**src/rtl/cvxif_result_queue.sv**
```systemverilog
// Commit-gated in-order result buffer between the CV-X-IF result channel and core writeback.
// Optional zero-latency bypass when CVXIF_RESULT_BYPASS_EN is defined.
package cvxif_result_pkg;
  localparam int unsigned X_ID_WIDTH   = 3;
  localparam int unsigned X_DATA_WIDTH = 32;

  typedef struct packed {
    logic [X_ID_WIDTH-1:0]   id;
    logic [X_DATA_WIDTH-1:0] data;
    logic [4:0]              rd;
    logic                    we;
    logic                    exc;
    logic [5:0]              exccode;
  } x_result_t;

  typedef struct packed {
    logic [X_ID_WIDTH-1:0] id;
    logic                  x_commit_kill;
  } x_commit_t;
endpackage

module cvxif_result_queue
  import cvxif_result_pkg::*;
#(
  parameter int unsigned DEPTH    = 4,
  parameter int unsigned ID_WIDTH = X_ID_WIDTH
) (
  input  logic                       clk_i,
  input  logic                       rst_i,
  input  logic                       x_result_valid_i,
  output logic                       x_result_ready_o,
  input  x_result_t                  x_result_i,
  input  logic                       x_commit_valid_i,
  input  x_commit_t                  x_commit_i,
  output logic                       wb_valid_o,
  input  logic                       wb_ready_i,
  output x_result_t                  wb_result_o,
  output logic                       drop_o,
  output logic [$clog2(DEPTH+1)-1:0] count_o
);
  localparam int unsigned PTR_W = $clog2(DEPTH);
  localparam int unsigned CNT_W = $clog2(DEPTH+1);
  localparam int unsigned SB_N  = 2**ID_WIDTH;

  x_result_t          r_mem [DEPTH];
  logic [PTR_W-1:0]   r_rd_ptr;
  logic [PTR_W-1:0]   r_wr_ptr;
  logic [CNT_W-1:0]   r_count;
  logic [SB_N-1:0]    r_commit;
  logic [SB_N-1:0]    r_kill;

  x_result_t          w_head;
  logic               w_nonempty;
  logic               w_head_kill;
  logic               w_head_commit;
  logic               w_ready;
  logic               w_bypass;
  logic               w_push;
  logic               w_pop;
  logic [SB_N-1:0]    w_commit_nxt;
  logic [SB_N-1:0]    w_kill_nxt;
  logic [CNT_W-1:0]   w_count_nxt;

  // Head decision: a kill outranks a commit for the same id.
  always_comb begin
    w_nonempty    = (r_count != '0);
    w_head        = r_mem[r_rd_ptr];
    w_head_kill   = w_nonempty && r_kill[w_head.id];
    w_head_commit = w_nonempty && !w_head_kill && r_commit[w_head.id];
    w_ready       = (r_count < CNT_W'(DEPTH));
`ifdef CVXIF_RESULT_BYPASS_EN
    w_bypass      = (r_count == '0) && x_result_valid_i &&
                    r_commit[x_result_i.id] && wb_ready_i;
`else
    w_bypass      = 1'b0;
`endif
    w_pop         = w_head_kill || (w_head_commit && wb_ready_i);
    w_push        = x_result_valid_i && w_ready && !w_bypass;
  end

  // Scoreboard next state: clears from pop/bypass first, then commit sets win.
  always_comb begin
    w_commit_nxt = r_commit;
    w_kill_nxt   = r_kill;
    if (w_pop) begin
      w_commit_nxt[w_head.id] = 1'b0;
      w_kill_nxt[w_head.id]   = 1'b0;
    end
    if (w_bypass) begin
      w_commit_nxt[x_result_i.id] = 1'b0;
      w_kill_nxt[x_result_i.id]   = 1'b0;
    end
    if (x_commit_valid_i) begin
      if (x_commit_i.x_commit_kill) begin
        w_kill_nxt[x_commit_i.id] = 1'b1;
      end else begin
        w_commit_nxt[x_commit_i.id] = 1'b1;
      end
    end
  end

  always_comb begin
    w_count_nxt = r_count;
    case ({w_push, w_pop})
      2'b10:   w_count_nxt = r_count + CNT_W'(1);
      2'b01:   w_count_nxt = r_count - CNT_W'(1);
      default: w_count_nxt = r_count;
    endcase
  end

  always_ff @(posedge clk_i) begin
    if (rst_i) begin
      r_rd_ptr <= '0;
      r_wr_ptr <= '0;
      r_count  <= '0;
      r_commit <= '0;
      r_kill   <= '0;
    end else begin
      if (w_push) begin
        r_wr_ptr <= r_wr_ptr + PTR_W'(1);
      end
      if (w_pop) begin
        r_rd_ptr <= r_rd_ptr + PTR_W'(1);
      end
      r_count  <= w_count_nxt;
      r_commit <= w_commit_nxt;
      r_kill   <= w_kill_nxt;
    end
  end

  // Storage carries no reset; empty-queue output is forced to zero below.
  always_ff @(posedge clk_i) begin
    if (w_push) begin
      r_mem[r_wr_ptr] <= x_result_i;
    end
  end

  always_comb begin
    x_result_ready_o = w_ready;
    drop_o           = w_head_kill;
    count_o          = r_count;
    wb_valid_o       = w_head_commit || w_bypass;
    wb_result_o      = w_nonempty ? w_head : '0;
`ifdef CVXIF_RESULT_BYPASS_EN
    if (w_bypass) begin
      wb_result_o = x_result_i;
    end
`endif
  end
endmodule

```
**config.mk**
```make
export PLATFORM = sky130hd
export DESIGN_NAME = cvxif_result_queue
export DESIGN_NICKNAME = d
export VERILOG_FILES = /design/src/rtl/cvxif_result_queue.sv
export SDC_FILE = /design/constraint.sdc
export NUM_CORES = 1
export LEC_CHECK = 0
export CORE_MARGIN = 2
export CORE_UTILIZATION = 53
export CTS_BUF_LIST = sky130_fd_sc_hd__clkbuf_4 sky130_fd_sc_hd__clkbuf_8
export CTS_CLUSTER_DIAMETER = 30
export DETAILED_ROUTE_END_ITERATION = 7
export DONT_BUFFER_PORTS = 1
export GPL_TIMING_DRIVEN = 1
export PLACE_DENSITY = 0.79
export SLEW_MARGIN = 10
export SYNTH_ARGS = -nofsm -noshare
export SYNTH_HDL_FRONTEND = slang
export SYNTH_SLANG_ARGS = --single-unit
```
**constraint.sdc**
```tcl
create_clock -name clk_i -period 3.92 [get_ports clk_i]
set_input_delay 0.784 -clock clk_i [delete_from_list [all_inputs] [get_ports clk_i]]
set_output_delay 0.784 -clock clk_i [all_outputs]
set_load 0.005 [all_outputs]
```
==> flow_summary.ini, run 1 <==
[status]
run_status = finished, final reports clean

[synth]
yosys_warnings = 0
netlist_area_um2 = 8690
synth_top_area_cell = sky130_fd_sc_hd__edfxtp_1
ys_seq_area_share_pct = 72.1
synth_enable_flop_cells = 192
synth.most_common_cell = sky130_fd_sc_hd__edfxtp_1
ys_seq_elements = 217
synth_top_cells_by_area = sky130_fd_sc_hd__edfxtp_1, sky130_fd_sc_hd__mux4_2, sky130_fd_sc_hd__dfxtp_1
postSynth.topFlopCell = sky130_fd_sc_hd__edfxtp_1
proportion_of_netlist_area_held_by_the_largest_area_contributor_pct = 66.4
number_of_distinct_library_cells_after_synthesis = 42
post_synth_inst_count = 482
synth_top_cells_by_count = sky130_fd_sc_hd__edfxtp_1, sky130_fd_sc_hd__nor2b_1, sky130_fd_sc_hd__mux4_2, sky130_fd_sc_hd__nor2_1, sky130_fd_sc_hd__dfxtp_1
mappedNetlistNets = 545
postSynthAreaPerCell_um2 = 18.0
synth_async_sr_flop_share_pct = 0

[detailed_routing]
routed_via_density = 5.78
detail_route.wl_per_cell_um = 22.5
number_of_drc_violations_after_detailed_routing_iteration_0 = 275
wirelength_um = 17100
drc_errors_left = 0
drt-pass1-iter-count = 4
routed-via-count = 4395
final_antenna_net_count = 0

[critical_path]
worst_path_class_setup = flip-flop to output port
required_ns = 3.14
critical_path.endpoint_type = output port
critical_path.max_fanout = 13
arrival_ns = 2.79
critical_path.startpoint_type = flip-flop

[floorplanning]
die_x_um = 132
floorplan.rows = 46
initial_standard_cell_utilization_of_the_core_pct = 54.5
die_y_um = 132
core_region_area_um2 = 15900
floorplan.die_area_um2 = 17400
pin_count = 111

[placed_design]
place.gp.congestion = 0.864
dpl.hpwl_um = 9980
port_buffers = 0
post-place-cells = 684

[timing]
maxClockFrequency_mhz = 280
skew_ns = 0.0341
finalCriticalPeriod_ns = 3.57
fin_tns_setup_ns = 0
setup_viol = 0
final_max_slew_viol_count = 0
slew_headroom_pct = 47.4
rsz_0062_raised_after_global_routing = false
timing.final.hold_violations = 0
finalCritPeriodShare_pct = 91.1
tightest_slew_ns = 0.789

[hold_path]
min-delay-path-class = primary input to flip-flop

[pwr]
power.density_cell_area_nw_per_um2 = 716
register_share_of_total_power_pct = 40.8
cell_internal_pwr_uw = 4960
pwr-share-comb_pct = 25.6
max_vdd_drop_uv = 772
leakagePower_uw = 0.00316
switching_share_pct = 29.6
netSwitchingPower_uw = 2090
share_clk_of_total_power_pct = 33.5

[cts]
ctsHtreeMaxLevel = 2
cts_setup_buffers = 0
tritoncts.num_buffers = 41
cts.reportedPaths.clkPinSlew_ns = 0.05
cts_tree = done
cts.root.buffer_cell = sky130_fd_sc_hd__clkbuf_8
holdBufCountCts = 0
clock_sinks = 217
clock_tree.buffer_depth = 3
cts-resized-gates = 0
clock_latency_ns = 0.53

[global_routing]
grt_first_pass_wirelength_um = 26500
gr-usage-all-layers_pct = 19.9
first_global_vias = 4906
grt_max_degree = 53
antenna_violations_before_repair = 0
gr-total-overflow = 0

[finish]
layout.filler_cells = 1147
multi_input_area_um2 = 2290
n_antenna_cell = 0
syn_to_final_growth_pct = 13.4
layout_cells_sized_above_1_pct = 26.8
register_area_um2 = 6270
layoutNonFillerInstCount = 760
finish.net_count = 574

[job]
number_of_violations_of_the_max_capacitance_limit = 0
[final timing paths]
check                                             from                  endpoint  slack [ns]  cells past startpoint
worst max-delay path                         flip-flop                wb_valid_o        0.35                      5
worst min-delay path                             rst_i  r_wr_ptr[1]$_SDFFE_PP0P_        0.32                      1
worst max register to register               flip-flop   count_o[2]$_SDFFE_PP0P_        0.74                     11
worst min register to register  r_commit[1]$_SDFF_PP0_    r_commit[1]$_SDFF_PP0_        0.50                      2
[critical path: stages (launching register included)]
cell and delay [ns]:
sky130_fd_sc_hd__dfxtp_4 0.41, sky130_fd_sc_hd__mux4_2 0.68, sky130_fd_sc_hd__mux2_4 0.34, sky130_fd_sc_hd__and3_4 0.18, sky130_fd_sc_hd__nor4_4 0.40, sky130_fd_sc_hd__and4_1 0.27
[stage by stage]
stage               utilization [%]  hold WS [ns]  cell area [um^2]  total power, uW  setup WS [ns]
floorplan                         -         0.476              8690             4300          0.661
finish                         61.8         0.324              9850             7050          0.349
detailed placement             56.1         0.494              8940             4750          0.748
global route                   61.8         0.303              9850             7370          0.251
CTS                            61.8         0.292              9850             7150          0.305
global placement               56.1         0.491              8940             4700          0.821
[power groups by stage]
stage / Sequential, uW / Combinational, uW / Clock (uW)
6_report: 2880 / 1810 / 2360
5_1_grt: 2900 / 1960 / 2520
4_1_cts: 2880 / 1850 / 2420
3_5_place_dp: 2920 / 1830 / 0
3_3_place_gp: 2900 / 1800 / 0
2_1_floorplan: 2880 / 1420 / 0
[cell families (layout without fill, tap and decap cells)]
| logic type | after synthesis | after routing | synth area share (%) |
|---|---|---|---|
| flip-flops | 217 | 217 | 72.1 |
| adder cells (fa/ha/maj) | 6 | 6 | 0.951 |
| buffers and inverters | 32 | 94 | 1.60 |
| XOR/XNOR | 3 | 3 | 0.303 |
| multiplexers | 60 | 60 | 13.9 |
| AND/OR/NAND/NOR | 138 | 138 | 8.66 |
| AO/OA/AOI/OAI | 26 | 26 | 2.43 |
[layout make-up]
type | instances | share of cell area [%]
sequential | 217 | 63.7
multi-input combinational | 233 | 23.3
clock buffer | 51 | 6.55
tap | 216 | 2.74
clock inverter | 25 | 2.68
timing repair buffer | 11 | 0.838
inverter | 7 | 0.267
[placed cells by master (no fill, tap or decap), drive strengths merged]
cell type / synthesis / routed
mux2: 4 / 4
a21oi: 3 / 3
buf: 10 / 11
or2: 1 / 1
or3b: 3 / 3
and3: 2 / 2
o221ai: 1 / 1
a311oi: 8 / 8
ha: 5 / 5
fa: 1 / 1
nor3: 15 / 15
nor4: 1 / 1
dfxtp: 25 / 25
nor4bb: 1 / 1
a211o: 1 / 1
nand2: 3 / 3
xnor2: 1 / 1
clkbuf: 15 / 51
clkinv: 0 / 15
nor2: 48 / 48
nand3: 1 / 1
a211oi: 8 / 8
nand2b: 3 / 3
and2: 4 / 4
xor2: 2 / 2
edfxtp: 192 / 192
nand4: 1 / 1
mux4: 48 / 48
nor2b: 51 / 51
mux2i: 8 / 8
a32oi: 1 / 1
and4: 1 / 1
a31oi: 2 / 2
inv: 7 / 10
or3: 1 / 1
bufinv: 0 / 5
nand3b: 2 / 2
o21ai: 2 / 2
clkinvlp: 0 / 2
[per-layer routing]
| metal | GRT usage (%) | share of wire (%) |
|---|---|---|
| met1 | 23.2 | 39 |
| met2 | 33.7 | 51 |
| met3 | 7.23 | 8.3 |
| met4 | 8.45 | 2.3 |
| met5 | 0 | 0 |
[state kept, by name (all words and copies together), names as in the netlist, named ones only]
signal	count
r_kill	8
r_mem	192
r_wr_ptr	2
r_commit	8
r_rd_ptr	2
count_o	3
Power figures use the tool's default switching activity.
==> run 2: changes to the inputs <==
--- a/config.mk
+++ b/config.mk
@@ -7,7 +7,7 @@
 export LEC_CHECK = 0
 export CORE_MARGIN = 2
 export CORE_UTILIZATION = 53
-export CTS_BUF_LIST = sky130_fd_sc_hd__clkbuf_4 sky130_fd_sc_hd__clkbuf_8
+export CTS_BUF_LIST = sky130_fd_sc_hd__clkbuf_8
 export CTS_CLUSTER_DIAMETER = 30
 export DETAILED_ROUTE_END_ITERATION = 7
 export DONT_BUFFER_PORTS = 1
==> run 2 against run 1 <==
Compared with the run above: clock skew hardly changed; core utilization is 0.21 points lower; clock power is 3% lower; sequential power hardly changed; cell count stayed put; register-to-register slack hardly changed; maximum frequency hardly changed; highest routed layer unchanged.
==> flow_summary.ini, run 2 (synthesis gave the netlist of run 1 again) <==
[finish]
register_area_um2 = 6270
register_with_the_highest_flop_count = r_mem
layoutNonFillerInstCount = 760
finish.net_count = 574
layout.filler_cells = 1148
final_util_pct = 61.6
layout_cells_sized_above_1_pct = 25.2
final_cell_mix = sky130_fd_sc_hd__edfxtp_1, sky130_fd_sc_hd__nor2b_1, sky130_fd_sc_hd__mux4_2, sky130_fd_sc_hd__nor2_1, sky130_fd_sc_hd__clkbuf_8
n_antenna_cell = 0
multi_input_area_um2 = 2290
largest_register_ffs = 192
largest_registers = r_mem: 192 flops, r_commit: 8 flops, r_kill: 8 flops
syn_to_final_growth_pct = 13.0
final_common_cell = sky130_fd_sc_hd__edfxtp_1

[global_routing]
gr-usage-all-layers_pct = 20.0
first_global_vias = 4907
antenna_violations_before_repair = 0
gr-total-overflow = 0
grt_first_pass_wirelength_um = 26600
grt_max_degree = 53

[timing]
finalCritPeriodShare_pct = 91.1
finalCriticalPeriod_ns = 3.57
rsz_0062_raised_after_global_routing = false
final_max_slew_viol_count = 0
tightest_slew_ns = 0.787
timing.final.hold_violations = 0
maxClockFrequency_mhz = 280
fin_tns_setup_ns = 0
setup_viol = 0
fin_hold_ws_ns = 0.329
skew_ns = 0.0343
slew_headroom_pct = 47.5

[cts]
cts_tree = done
holdBufCountCts = 0
cts.reportedPaths.clkPinSlew_ns = 0.05
ctsHtreeMaxLevel = 2
cts.root.buffer_cell = sky130_fd_sc_hd__clkbuf_8
tritoncts.num_buffers = 41
clock_sinks = 217
cts_setup_buffers = 0
clock_latency_ns = 0.53
cts-resized-gates = 0
clock_tree.buffer_depth = 3

[floorplanning]
pin_count = 111
core_region_area_um2 = 15900
floorplan.rows = 46
floorplan.die_area_um2 = 17400
die_x_um = 132
initial_standard_cell_utilization_of_the_core_pct = 54.5
die_y_um = 132

[pwr]
power.density_cell_area_nw_per_um2 = 710
cell_internal_pwr_uw = 4880
switching_share_pct = 30.1
netSwitchingPower_uw = 2100
register_share_of_total_power_pct = 41.3
leakagePower_uw = 0.00317
share_clk_of_total_power_pct = 32.7
pwr-share-comb_pct = 26.0
max_vdd_drop_uv = 779
p_total_uw = 6970

[detailed_routing]
wirelength_um = 17200
routed-via-count = 4389
drt-pass1-iter-count = 5
routed_via_density = 5.78
final_antenna_net_count = 0
drc_errors_left = 0
detail_route.wl_per_cell_um = 22.7
number_of_drc_violations_after_detailed_routing_iteration_0 = 283

[critical_path]
max_stage_delay_ns = 0.68
critical_path.endpoint_type = output port
worst_path_class_setup = flip-flop to output port
worstPathBufferInverterCount = 0
reg2reg_slack_ns = 0.75
arrival_ns = 2.79
cells_along_the_critical_path = mux4_2 > mux2_4 > and3_4 > nor4_4 > and4_1
critical_path.startpoint_type = flip-flop
worst_path_dominant_cell_family = multiplexers
cp_slowest_cell = sky130_fd_sc_hd__mux4_2
critical_path.max_fanout = 13
required_ns = 3.14

[status]
run_status = finished, final reports clean

[placed_design]
place.gp.congestion = 0.864
post-place-cells = 684
dpl.hpwl_um = 9980
port_buffers = 0

[job]
number_of_violations_of_the_max_capacitance_limit = 0

[hold_path]
min-delay-path-class = primary input to flip-flop
run 2: area by class of cell:
cell class | count | share of cell area [%]
clock inverters | 34 | 3.03
well taps | 216 | 2.75
flip-flops and latches | 217 | 63.9
inverters | 7 | 0.268
repair buffers | 11 | 0.841
clock buffers | 42 | 5.89
multi-input cells | 233 | 23.3
run 2: worst register-to-register path, cell delays in order, from the launching register on:
cell and delay, ns:
sky130_fd_sc_hd__dfxtp_4 0.41, sky130_fd_sc_hd__mux4_2 0.68, sky130_fd_sc_hd__mux2_4 0.35, sky130_fd_sc_hd__and3_4 0.18
sky130_fd_sc_hd__nor4_4 0.39, sky130_fd_sc_hd__o21ai_4 0.09, sky130_fd_sc_hd__ha_1 0.23, sky130_fd_sc_hd__inv_1 0.08
sky130_fd_sc_hd__fa_1 0.18, sky130_fd_sc_hd__xor2_1 0.07, sky130_fd_sc_hd__or3_1 0.31, sky130_fd_sc_hd__a21oi_1 0.15
run 2: layer usage:
metal	part of all wire, %	vias to the layer above	global-route usage, %
met3	8.7	29	7.54
met4	2.3	0	8.15
met2	51	184	33.8
li1	-	1955	-
met5	0	-	0
met1	38	2221	23.2
run 2: power by group through the flow:
stage	clock network (uW)	registers [uW]	logic (uW)
floorplan	0	2880	1420
global placement	0	2900	1800
detailed placement	0	2920	1830
CTS	2330	2880	1850
global route	2430	2900	1960
finish	2280	2880	1810
run 2: final timing paths:
kind / endpoint / from / cells after the start
worst max register to register: count_o[2]$_SDFFE_PP0P_ / flip-flop / 11
worst max-delay path: wb_valid_o / flip-flop / 5
worst min-delay path: r_wr_ptr[1]$_SDFFE_PP0P_ / rst_i / 1
worst min register to register: r_commit[1]$_SDFF_PP0_ / r_commit[1]$_SDFF_PP0_ / 2
run 2: stage by stage:
stage | instance area (um^2) | setup WS (ns)
6_report | 9820 | 0.350
3_5_place_dp | 8940 | 0.748
4_1_cts | 9820 | 0.306
3_3_place_gp | 8940 | 0.821
5_1_grt | 9820 | 0.251
2_1_floorplan | 8690 | 0.661
